$ cat src/rtl/background_scroll_fade.sv
// Scrolling background fetch with 2^SHIFT upscaling and a frame-synchronous
// palette fade; the colour for a pixel coordinate appears three cycles later.
module background_scroll_fade #(
  parameter int SRC_W     = 320,
  parameter int SRC_H     = 240,
  parameter int SHIFT     = 1,
  parameter int ADDR_W    = 17,
  parameter int IDX_W     = 4,
  parameter int FADE_STEP = 1
) (
  input  logic              vga_clk,
  input  logic              reset,
  input  logic [9:0]        DrawX,
  input  logic [9:0]        DrawY,
  input  logic              blank,
  input  logic [9:0]        scroll_x,
  input  logic [9:0]        scroll_y,
  input  logic              fade_in_req,
  input  logic              fade_out_req,
  output logic [ADDR_W-1:0] rom_address,
  input  logic [IDX_W-1:0]  rom_q,
  input  logic [3:0]        palette_red,
  input  logic [3:0]        palette_green,
  input  logic [3:0]        palette_blue,
  output logic [3:0]        red,
  output logic [3:0]        green,
  output logic [3:0]        blue,
  output logic              fade_busy,
  output logic              fade_done
);

  typedef enum logic [1:0] {BLACK, FADE_IN, SHOWN, FADE_OUT} fade_state_t;

  localparam logic [10:0]       SRC_W_L = 11'(SRC_W);
  localparam logic [10:0]       SRC_H_L = 11'(SRC_H);
  localparam logic [ADDR_W-1:0] SRC_W_A = ADDR_W'(SRC_W);
  localparam logic [5:0]        STEP_L  = 6'(FADE_STEP);

  function automatic logic [3:0] scale(input logic [3:0] c, input logic [4:0] lvl);
    return 4'(({4'b0, c} * {3'b0, lvl}) >> 4);
  endfunction

  fade_state_t       state_q, state_d, eff_state;
  logic [4:0]        level_q, level_d;
  logic [5:0]        level_up;
  logic              pend_in_q, pend_in_d, pend_out_q, pend_out_d;
  logic              fade_done_q, fade_done_d;
  logic [9:0]        scroll_x_lat_q, scroll_x_lat_d, scroll_y_lat_q, scroll_y_lat_d;
  logic [ADDR_W-1:0] rom_address_q, rom_address_d;
  logic              blank_p1_q, blank_p1_d, blank_p2_q, blank_p2_d;
  logic [3:0]        red_q, red_d, green_q, green_d, blue_q, blue_d;
  logic              frame_start, in_range;
  logic [10:0]       hx, hy, sx_sum, sy_sum, sx, sy;

  // The ROM index itself only reaches us through the external palette lookup.
  logic unused_rom_q;
  assign unused_rom_q = ^rom_q;

  assign frame_start = (DrawX == 10'd0) && (DrawY == 10'd0);

  // The first pixel of a frame already uses the scroll value latched for it.
  always_comb begin
    scroll_x_lat_d = scroll_x_lat_q;
    scroll_y_lat_d = scroll_y_lat_q;
    if (frame_start && ({1'b0, scroll_x} < SRC_W_L)) scroll_x_lat_d = scroll_x;
    if (frame_start && ({1'b0, scroll_y} < SRC_H_L)) scroll_y_lat_d = scroll_y;
    hx       = {1'b0, DrawX} >> SHIFT;
    hy       = {1'b0, DrawY} >> SHIFT;
    sx_sum   = hx + {1'b0, scroll_x_lat_d};
    sy_sum   = hy + {1'b0, scroll_y_lat_d};
    sx       = (sx_sum >= SRC_W_L) ? (sx_sum - SRC_W_L) : sx_sum;
    sy       = (sy_sum >= SRC_H_L) ? (sy_sum - SRC_H_L) : sy_sum;
    in_range = blank && (hx < SRC_W_L) && (hy < SRC_H_L);
    rom_address_d = in_range ? (ADDR_W'(sy) * SRC_W_A + ADDR_W'(sx)) : rom_address_q;
  end

  // Pending requests are resolved on frame_start, then the same frame steps the level.
  always_comb begin
    state_d     = state_q;
    eff_state   = state_q;
    level_d     = level_q;
    level_up    = {1'b0, level_q} + STEP_L;
    pend_in_d   = pend_in_q;
    pend_out_d  = pend_out_q;
    fade_done_d = 1'b0;
    if (frame_start) begin
      pend_in_d  = 1'b0;
      pend_out_d = 1'b0;
      if (pend_out_q && (state_q == SHOWN || state_q == FADE_IN))
        eff_state = FADE_OUT;
      else if (pend_in_q && (state_q == BLACK || state_q == FADE_OUT))
        eff_state = FADE_IN;
      state_d = eff_state;
      case (eff_state)
        FADE_IN: begin
          if (level_up >= 6'd16) begin
            level_d     = 5'd16;
            state_d     = SHOWN;
            fade_done_d = 1'b1;
          end else begin
            level_d = level_up[4:0];
          end
        end
        FADE_OUT: begin
          if ({1'b0, level_q} <= STEP_L) begin
            level_d     = 5'd0;
            state_d     = BLACK;
            fade_done_d = 1'b1;
          end else begin
            level_d = level_q - STEP_L[4:0];
          end
        end
        default: ;
      endcase
    end
    if (fade_out_req) begin
      pend_out_d = 1'b1;
      pend_in_d  = 1'b0;
    end else if (fade_in_req) begin
      pend_in_d  = 1'b1;
      pend_out_d = 1'b0;
    end
  end

  // The colour register is the third blank stage, aligned with rom_q/palette.
  always_comb begin
    blank_p1_d = blank;
    blank_p2_d = blank_p1_q;
    red_d      = blank_p2_q ? scale(palette_red,   level_q) : 4'd0;
    green_d    = blank_p2_q ? scale(palette_green, level_q) : 4'd0;
    blue_d     = blank_p2_q ? scale(palette_blue,  level_q) : 4'd0;
  end

  always_ff @(posedge vga_clk) begin
    if (reset) begin
      state_q        <= SHOWN;
      level_q        <= 5'd16;
      pend_in_q      <= 1'b0;
      pend_out_q     <= 1'b0;
      fade_done_q    <= 1'b0;
      scroll_x_lat_q <= 10'd0;
      scroll_y_lat_q <= 10'd0;
      rom_address_q  <= '0;
      blank_p1_q     <= 1'b0;
      blank_p2_q     <= 1'b0;
      red_q          <= 4'd0;
      green_q        <= 4'd0;
      blue_q         <= 4'd0;
    end else begin
      state_q        <= state_d;
      level_q        <= level_d;
      pend_in_q      <= pend_in_d;
      pend_out_q     <= pend_out_d;
      fade_done_q    <= fade_done_d;
      scroll_x_lat_q <= scroll_x_lat_d;
      scroll_y_lat_q <= scroll_y_lat_d;
      rom_address_q  <= rom_address_d;
      blank_p1_q     <= blank_p1_d;
      blank_p2_q     <= blank_p2_d;
      red_q          <= red_d;
      green_q        <= green_d;
      blue_q         <= blue_d;
    end
  end

  assign rom_address = rom_address_q;
  assign red         = red_q;
  assign green       = green_q;
  assign blue        = blue_q;
  assign fade_busy   = (state_q == FADE_IN) || (state_q == FADE_OUT);
  assign fade_done   = fade_done_q;

endmodule

$ cat config.mk
export PLATFORM = sky130hd
export DESIGN_NAME = background_scroll_fade
export DESIGN_NICKNAME = d
export VERILOG_FILES = /design/src/rtl/background_scroll_fade.sv
export SDC_FILE = /design/constraint.sdc
export NUM_CORES = 1
export LEC_CHECK = 0
export BUFFER_PORTS_ARGS = -buffer_cell sky130_fd_sc_hd__buf_2
export CAP_MARGIN = 15
export CELL_PAD_IN_SITES_DETAIL_PLACEMENT = 1
export CELL_PAD_IN_SITES_GLOBAL_PLACEMENT = 1
export CORE_MARGIN = 3
export CORE_UTILIZATION = 30
export DETAILED_ROUTE_END_ITERATION = 10
export PLACE_DENSITY_LB_ADDON = 0.12
export SLEW_MARGIN = 30
export SYNTH_ARGS = -nofsm -noshare
export SYNTH_HDL_FRONTEND = slang
export SYNTH_SLANG_ARGS = --single-unit
$ cat constraint.sdc
create_clock -name vga_clk -period 7 [get_ports vga_clk]
set_input_delay 0.35 -clock vga_clk [delete_from_list [all_inputs] [get_ports vga_clk]]
set_output_delay 0.35 -clock vga_clk [all_outputs]
set_load 0.03 [all_outputs]
======== Word-level counts from Yosys, hierarchy flattened ========
Index checks and enable logic that the tools add are counted.
cells by class
  order comparisons ....................... 8
  eq/ne operators ......................... 5
  reductions and logical operators ........ 20
  bitwise gates (word level) .............. 2
  add/subtract/negate cells ............... 7
  muxes and demuxes ....................... 20
  multipliers ............................. 4
operators by type and width
  kind                     count
  $mul A4 B5 Y8            3
  $add A9 B10 Y11          2
  $mux W11                 2
  $logic_not A10 Y1        2
  $mux W10                 2
  $add A17 B11 Y17         1
  $ge A11 B8 Y1 const B    1
  $ge A11 B9 Y1 const B    1
  $mul A11 B3 Y11 const B  1
  $sub A11 B8 Y11 const B  1
  $sub A11 B9 Y11 const B  1
  $lt A10 B8 Y1 const B    1
  $lt A10 B9 Y1 const B    1
  $mux W2                  5
  $mux W5                  2
  $pmux W5 S2              1
  $lt A9 B8 Y1 const B     1
  $lt A9 B9 Y1 const B     1
  $logic_and A1 B1 Y1      7
  $add A5 B1 Y6 const B    1
  $eq A2 B2 Y1 const B     3
  $ge A6 B5 Y1 const B     1
  $mux W1                  6
  $reduce_or A2 Y1         3
  other kinds (11)         16
word-level totals
  logic and storage cells ................. 79
  flip-flop bits (word level) ............. 61
  input bits .............................. 61

======== Longest topological paths before layout ========
Gate-level depths: netlist of run 1.
  depth in word-level cells ............... 9
  depth in mapped cells ................... 33

======== Least setup slack after synthesis of run 1 ========
OpenSTA, ideal clock, no wires.
  path kind ............................... input to register
  start ................................... input port DrawX[2]
  end ..................................... register rom_address_q[16], in the netlist rom_address[16]
  cell stages on the path ................. 30
  data required time ...................... 6.930 ns
  path buffers ............................ 1
  data arrival time ....................... 6.459 ns
  library setup time ...................... 0.070 ns
  setup slack ............................. 0.470 ns
  path through ............................ nor4_1 -> nand3_1 -> or2_1 -> buf_6 -> nor2_1 -> mux2i_1 -> inv_1 -> ha_1 -> a211oi_1 -> o21ai_0 -> a21oi_1 -> xnor2_1 -> ha_1 -> nand3b_1 -> o41ai_1 -> nor2b_1 -> nor2b_1 -> xnor2_1 -> ha_1 -> fa_1 -> ha_1 -> o21a_1 -> o31ai_1 -> a21oi_1 -> and3_1 -> nand3_1 -> xnor3_1 -> xnor2_1 -> nand2_1 -> a21oi_1
between the ends
  word-level cells in the longest chain between the ends .. 9
  elaborated cells on any way between the ends .. 19
ends and longest elaborated chain
  item                                              line  RTL
  from (decl)                                       13    input logic [9:0] DrawX,
  $logic_not A10 Y1 *                               59    assign frame_start = (DrawX == 10'd0) && (DrawY == 10'd0);
  $logic_and A1 B1 Y1 *                             59
  $logic_and A1 B1 Y1 *                             66    if (frame_start && ({1'b0, scroll_y} < SRC_H_L)) scroll_y_lat_d = scroll_y;
  $mux W10 *                                        66
  named net scroll_y_lat_d[1]                       48    logic [9:0] scroll_x_lat_q, scroll_x_lat_d, scroll_y_lat_q, scroll_y_lat_d;
  $add A9 B10 Y11 *                                 70    sy_sum = hy + {1'b0, scroll_y_lat_d};
  $sub A11 B8 Y11 or $ge A11 B8 Y1 (tied branches)  72    sy = (sy_sum >= SRC_H_L) ? (sy_sum - SRC_H_L) : sy_sum;
  $mux W11 *                                        72
  $mul A11 B3 Y11 *                                 74    rom_address_d = in_range ? (ADDR_W'(sy) * SRC_W_A + ADDR_W'(sx)) : rom_address_q;
  $add A17 B11 Y17 *                                74
  to (signal assigned)                              157   rom_address_q <= rom_address_d;
  to (decl)                                         49    logic [ADDR_W-1:0] rom_address_q, rom_address_d;
The timed path passes the listed nets; every way through them passes the cells marked *.
A chain may end at the register's enable or synchronous reset.

======== Final worst setup path of run 1 ========
  start ................................... input port DrawX[4]
  end ..................................... register rom_address_q[16], in the netlist rom_address[16]
between the ends
  elaborated cells on any way between the ends .. 19
RTL lines
  item                                              line  RTL
  $logic_not A10 Y1 *                               59
  $logic_and A1 B1 Y1 *                             59
  $logic_and A1 B1 Y1 *                             65    if (frame_start && ({1'b0, scroll_x} < SRC_W_L)) scroll_x_lat_d = scroll_x;
  $mux W10 *                                        65
  named net scroll_x_lat_d[1]                       48
  $add A9 B10 Y11 *                                 69    sx_sum = hx + {1'b0, scroll_x_lat_d};
  $sub A11 B9 Y11 or $ge A11 B9 Y1 (tied branches)  71    sx = (sx_sum >= SRC_W_L) ? (sx_sum - SRC_W_L) : sx_sum;
  $mux W11 *                                        71
  $add A17 B11 Y17 *                                74
Marked as above.

==> flow_summary.json, run 1 <==
{
  "worst_ep_required_time_ns": 7.26,
  "crit_arrival_ns": 6.63,
  "hpwl_um": 12000,
  "p_seq_share_pct": 31.5,
  "status": "finished, final reports clean",
  "numCtsBuffers": 9,
  "p_sw_mw": 0.310,
  "cts.path.max_buffers": 2,
  "synth_cells": 640,
  "die_area_um2": 19700,
  "grt_pass1_vias": 5150,
  "cap_violations": 0,
  "r2r_slack_ns": 1.56,
  "tns_ns": 0,
  "drt-met1-wl_um": 6580,
  "die_h_um": 140,
  "crit_path_top_delay_cell": "fa_1",
  "dp_cells": 958,
  "fin_worst_skew_ns": 0.00787,
  "finalSetupViolations": 0,
  "ys.flop_type": "dfxtp_1",
  "switching_share_pct": 27.2,
  "min_path_type": "input pin to flop",
  "startpoint_type": "input pin",
  "irDropWorstVdd_uv": 114,
  "drcViolationCount": 0,
  "row_count": 48,
  "synth_top_area_share_pct": 22.5,
  "ios": 92,
  "p_int_mw": 0.830,
  "cts_hold_buf": 0,
  "p_leak_nw": 3.16,
  "coreArea_um2": 17500,
  "worstSetupEndpoint": "rom_address[16]",
  "clockRootBuffer": "clkbuf_16",
  "syn_area_um2": 5420,
  "synthTopCellsByArea": "dfxtp_1 23%, ha_1 17%, fa_1 7.0%",
  "nNetsFinal": 897,
  "antenna_left": 0,
  "cellPowerDensity_nw_per_um2": 172,
  "setup.worst_path.start": "DrawX[4]",
  "fin_cells": 974,
  "gp_congestion": 0.806,
  "ys_warn_count": 0,
  "route.met3.wl_um": 382,
  "cp-end-kind": "flop",
  "start_util_pct": 31.0,
  "synth_edf_count": 0,
  "fmax_ghz": 0.157,
  "postCtsSetupRepairBufs": 0,
  "grt_use_total_pct": 15.5,
  "wire_per_inst_um": 15.3,
  "postPlaceCellArea_um2": 6240,
  "final_area_um2": 6630,
  "crit_family": "simple AND/OR/NAND/NOR gates",
  "slew_viol_final": 0,
  "insertion_delay_ns": 0.34,
  "ys_seq_area_share_pct": 22.5,
  "grt_pass1_wl_um": 25000,
  "path_buf_inv": 6,
  "slew_headroom_pct": 42.6,
  "crit_cells": 34,
  "htreeDepth": 3,
  "antenna_found_initial": 0,
  "synth_commonest_cells": "73 x ha_1, 65 x nand2_1, 61 x dfxtp_1",
  "drive_above_1_share_pct": 21.4,
  "grt_overflow": 0,
  "via_per_inst": 4.96,
  "syn_nets": 793,
  "dr_wl_met2_um": 7730,
  "synthArstFlopShare_pct": 0,
  "yosysUniqueCellTypes": 58,
  "drtPass1Iterations": 5,
  "routed.top_layer": "met4",
  "synth_seq_cells": 61,
  "worst_r2r_startpoint": "scroll_y_lat_q[0]",
  "avgSynthCellArea_um2": 8.47,
  "clock_power_share_pct": 47.9,
  "timing.final.crit_share_pct": 91.0,
  "portBuffers": 87,
  "area_delta_synth_final_pct": 22.4,
  "num_vias": 4827,
  "clk_pin_slew_ns": 0.06,
  "drtIter0Drc": 116,
  "worst_pin_slew_ns": 0.861,
  "hold_violations": 0,
  "grt_max_degree": 51,
  "synth_top_area_cell": "dfxtp_1",
  "yosysMostFrequentCell": "ha_1",
  "combinationalPowerShare_pct": 20.6,
  "cpPeakStageDelay_ns": 0.38,
  "dieWidth_um": 140,
  "cts_tree": "yes",
  "num_antenna_cells": 0,
  "critPathKind": "input pin to flop",
  "r2r_end": "rom_address[16]",
  "wirelength_um": 14900,
  "rsz0062_at_grt": "false",
  "worstPathMaxFanout": 7,
  "finalCriticalPeriod_ns": 6.37,
  "cts_sinks": 61,
  "worstRegToRegCells": 25
}
## cell usage in the layout (no fill, tap or decap), types with 7 or more instances in the layout
master,count
nand2_1,65
buf_2,86
o21a_1,8
a21oi_1,42
and2_1,22
nand3_1,11
dfxtp_1,61
nor3_1,8
ha_1,73
xnor2_1,32
fa_1,19
o21ai_0,21
o21bai_1,10
xor2_1,10
clkbuf_16,9
nor2b_1,34
a211oi_1,12
nor2_1,41
buf_4,26
inv_1,50
a21o_1,7
mux2_2,16
## per-layer routing
metal  global-route usage (%)  up-vias
met4                     4.28        0
met5                        0        -
met2                     28.5       60
met1                     18.3     2349
li1                         -     2406
met3                     2.70       12
## area by class of cell
type,count,area [µm²]
fillers,2097,10800
multi-input cells,510,3960
inverters,50,188
repair buffers,112,626
clock buffers,11,253
flip-flops and latches,61,1220
clock inverters,5,106
well taps,225,282
## registers in the layout, summed over array words and instances (netlist names)
signal / cells
rom_address: 17
scroll_x_lat_q: 10
pend_in_q: 1
state_q: 2
red: 4
scroll_y_lat_q: 10
fade_done: 1
blue: 4
pend_out_q: 1
green: 4
level_q: 5
blank_p1_q: 1
blank_p2_q: 1
## power groups by stage
stage	Combinational [mW]	Clock, mW	Sequential (mW)
global route	0.264	0.582	0.360
finish	0.235	0.546	0.359
detailed placement	0.234	0	0.366
floorplan	0.135	0	0.380
global placement	0.230	0	0.366
CTS	0.238	0.566	0.359
## cell families (layout without fill, tap and decap cells)
| kind of cell | after synthesis | in the layout | synth area share (%) |
|---|---|---|---|
| mux | 24 | 24 | 4.92 |
| xor+xnor | 46 | 46 | 7.97 |
| buf+inv | 69 | 178 | 4.92 |
| flops | 61 | 61 | 22.5 |
| fa+ha+maj | 92 | 92 | 23.9 |
| compound gates | 132 | 132 | 15.6 |
| simple gates | 216 | 216 | 20.2 |
## worst min-delay path by stage
| stage | cells past startpoint | to | slack (ns) | from |
|---|---|---|---|---|
| 2_1_floorplan | 1 | blank_p2_q | 0.41 | blank_p1_q |
| 3_3_place_gp | 1 | blank_p2_q | 0.43 | blank_p1_q |
| 3_5_place_dp | 1 | blank_p2_q | 0.44 | blank_p1_q |
| 4_1_cts | 2 | pend_in_q | 0.18 | fade_out_req |
| 5_1_grt | 2 | pend_in_q | 0.19 | fade_out_req |
| 6_report | 2 | pend_in_q | 0.21 | fade_out_req |
## per-stage QoR
step	util (%)	worst slack (ns)	power, mW	hold WS (ns)
after floorplan	-	0.470	0.515	0.414
after detailed placement	35.7	0.113	0.601	0.436
final	38.0	0.633	1.14	0.206
after global placement	35.7	0.209	0.597	0.432
after global routing	38.0	0.00536	1.21	0.194
after CTS	37.8	0.394	1.16	0.182
## timing repair
action                     4_1_cts  5_1_grt
hold endpoints to repair         0        0
setup endpoints to repair        0        2
gates resized for setup          0        4
Note: power is estimated with default switching activity, not from simulation.
==> inputs of run 2 (changes only) <==
--- a/config.mk
+++ b/config.mk
@@ -5,7 +5,7 @@
 export SDC_FILE = /design/constraint.sdc
 export NUM_CORES = 1
 export LEC_CHECK = 0
-export BUFFER_PORTS_ARGS = -buffer_cell sky130_fd_sc_hd__buf_2
+export BUFFER_PORTS_ARGS = -buffer_cell sky130_fd_sc_hd__buf_4
 export CAP_MARGIN = 15
 export CELL_PAD_IN_SITES_DETAIL_PLACEMENT = 1
 export CELL_PAD_IN_SITES_GLOBAL_PLACEMENT = 1
==> run 2 against run 1 <==
Cell area up 3.7%. Via count up 1.6%. Die area unchanged. Sequential share of layout area down 0.66 points. Setup slack better by 0.082 ns. Final cell count up 1.1%. Worst hold slack worse by 0.032 ns. Critical path type unchanged. Largest cell class unchanged.
==> flow_summary.json, run 2 (synthesis results as in run 1) <==
{
  "status": "finished, final reports clean",
  "crit_family": "simple AND/OR/NAND/NOR gates",
  "irDropWorstVdd_uv": 114,
  "grt_overflow": 0,
  "setup_ws_ns": 0.715,
  "gp_congestion": 0.799,
  "startpoint_type": "input pin",
  "worst_r2r_startpoint": "scroll_y_lat_q[0]",
  "die_area_um2": 19700,
  "p_seq_share_pct": 32.6,
  "worstHoldStart": "fade_out_req",
  "clk_pin_slew_ns": 0.06,
  "cts.path.max_buffers": 2,
  "antenna_found_initial": 0,
  "rsz0062_at_grt": "false",
  "fmax_ghz": 0.159,
  "ios": 92,
  "insertion_delay_ns": 0.34,
  "p_sw_mw": 0.314,
  "post-place-ws_ns": 0.152,
  "power_mw": 1.10,
  "r2r_slack_ns": 1.63,
  "worst_pin_slew_ns": 0.854,
  "finalSetupViolations": 0,
  "critPathKind": "input pin to flop",
  "worst_ep_required_time_ns": 7.27,
  "drtIter0Drc": 152,
  "clock_power_share_pct": 44.6,
  "path_buf_inv": 4,
  "p_leak_nw": 3.23,
  "coreArea_um2": 17500,
  "final_common_cell": "buf_4",
  "antenna_left": 0,
  "worstPathMaxFanout": 4,
  "die_h_um": 140,
  "combinationalPowerShare_pct": 22.8,
  "finalCriticalPeriod_ns": 6.28,
  "num_vias": 4903,
  "slew_headroom_pct": 43.0,
  "whs_ns": 0.175,
  "fin_worst_skew_ns": 0.00703,
  "cts_sinks": 61,
  "timing.final.crit_share_pct": 89.8,
  "multi_input_area_um2": 3950,
  "cts_hold_buf": 0,
  "cellPowerDensity_nw_per_um2": 160,
  "cp-end-kind": "flop",
  "largest_register_ff_count": 17,
  "dieWidth_um": 140,
  "grt_use_total_pct": 15.8,
  "wire_per_inst_um": 15.4,
  "num_antenna_cells": 0,
  "row_count": 48,
  "grt_max_degree": 51,
  "grt-busiest-layer": "met2",
  "min_path_type": "input pin to flop",
  "tns_ns": 0,
  "area_delta_synth_final_pct": 27.0,
  "seq_area_um2": 1220,
  "wirelength_um": 15100,
  "start_util_pct": 31.0,
  "grt_pass1_wl_um": 25500,
  "clockRootBuffer": "clkbuf_16",
  "portBuffers": 87,
  "cap_violations": 0,
  "grt_pass1_vias": 5358,
  "switching_share_pct": 28.5,
  "p_int_mw": 0.788,
  "cpPeakStageDelay_ns": 0.40,
  "final_cell_mix": "123 x buf_4, 73 x ha_1, 65 x nand2_1",
  "slew_viol_final": 0,
  "htreeDepth": 3,
  "drive_above_1_share_pct": 22.2,
  "fillers": 2079,
  "met3_usage_pct": 2.80,
  "numCtsBuffers": 9,
  "finish.utilization_pct": 39.4,
  "drtPass1Iterations": 4,
  "grt_use_met2_pct": 29.9,
  "crit_arrival_ns": 6.56,
  "via_per_inst": 4.98,
  "grt_use_met1_pct": 18.1,
  "nNetsFinal": 908,
  "hold_violations": 0,
  "setup.worst_path.start": "DrawX[4]",
  "drcViolationCount": 0,
  "cts_tree": "yes",
  "hpwl_um": 12200,
  "crit_path_top_delay_cell": "mux2_2"
}
==> run 2: cell types whose count changed in the layout (fill, tap and decap cells not counted), sizes merged <==
cell,before,now
bufinv,3,2
clkbuf,11,10
clkinvlp,1,3
buf,112,123
==> run 2: cell type report <==
cell class	count	area share, %
Multi-Input combinational cell	510	57.4
Clock inverter	6	1.27
Clock buffer	10	3.33
Inverter	50	2.73
Sequential cell	61	17.7
Timing Repair Buffer	123	13.4
Tap cell	225	4.09
==> run 2: layer usage <==
layer / wire length [µm] / up-vias
li1: - / 2437
met1: 6460 / 2389
met2: 7970 / 64
met3: 507 / 13
met4: 187 / 0
met5: 0 / -
==> run 2: final timing paths <==
path                                         to  cells after the start
worst min register to register       blank_p2_q                      1
worst max-delay path            rom_address[16]                     34
worst max register to register  rom_address[16]                     26
worst min-delay path                  pend_in_q                      2
==> run 2: worst register-to-register path: stages, from the launching register on <==
cell	delay, ns
dfxtp_1	0.30
mux2_2	0.15
ha_1	0.18
inv_1	0.06
fa_1	0.41
nor2b_1	0.18
o21ai_0	0.11
nand2_1	0.09
xor2_1	0.21
ha_1	0.20
nand3b_1	0.13
o41ai_2	0.38
nor2b_1	0.10
nor2b_1	0.18
xnor2_1	0.22
ha_1	0.31
fa_1	0.49
ha_1	0.31
o21a_1	0.12
o31ai_1	0.08
a21oi_1	0.20
and3_1	0.21
nand3_1	0.09
xnor3_1	0.20
xnor2_1	0.17
nand2_1	0.07
a21oi_1	0.16
==> run 2: repair_timing <==
item / 4_1_cts / 5_1_grt
endpoints found under the setup margin: 0 / 2
resized for setup: 0 / 3
hold endpoints to repair: 0 / 0
buffers inserted: 0 / 0
==> run 2: power by group through the flow <==
| stage | logic [mW] | clock network [mW] | registers, mW |
|---|---|---|---|
| after CTS | 0.254 | 0.511 | 0.359 |
| after detailed placement | 0.250 | 0 | 0.367 |
| after global placement | 0.246 | 0 | 0.367 |
| final | 0.252 | 0.491 | 0.359 |
| after floorplan | 0.135 | 0 | 0.380 |
| after global routing | 0.281 | 0.524 | 0.360 |
==> run 2: per-stage QoR <==
| step | std cells | cell area, µm² |
|---|---|---|
| 6_report | 985 | 6880 |
| 5_1_grt | 985 | 6880 |
| 4_1_cts | 985 | 6860 |
| 3_5_place_dp | 969 | 6550 |
| 3_3_place_gp | 969 | 6550 |
| 2_1_floorplan | 640 | 5420 |
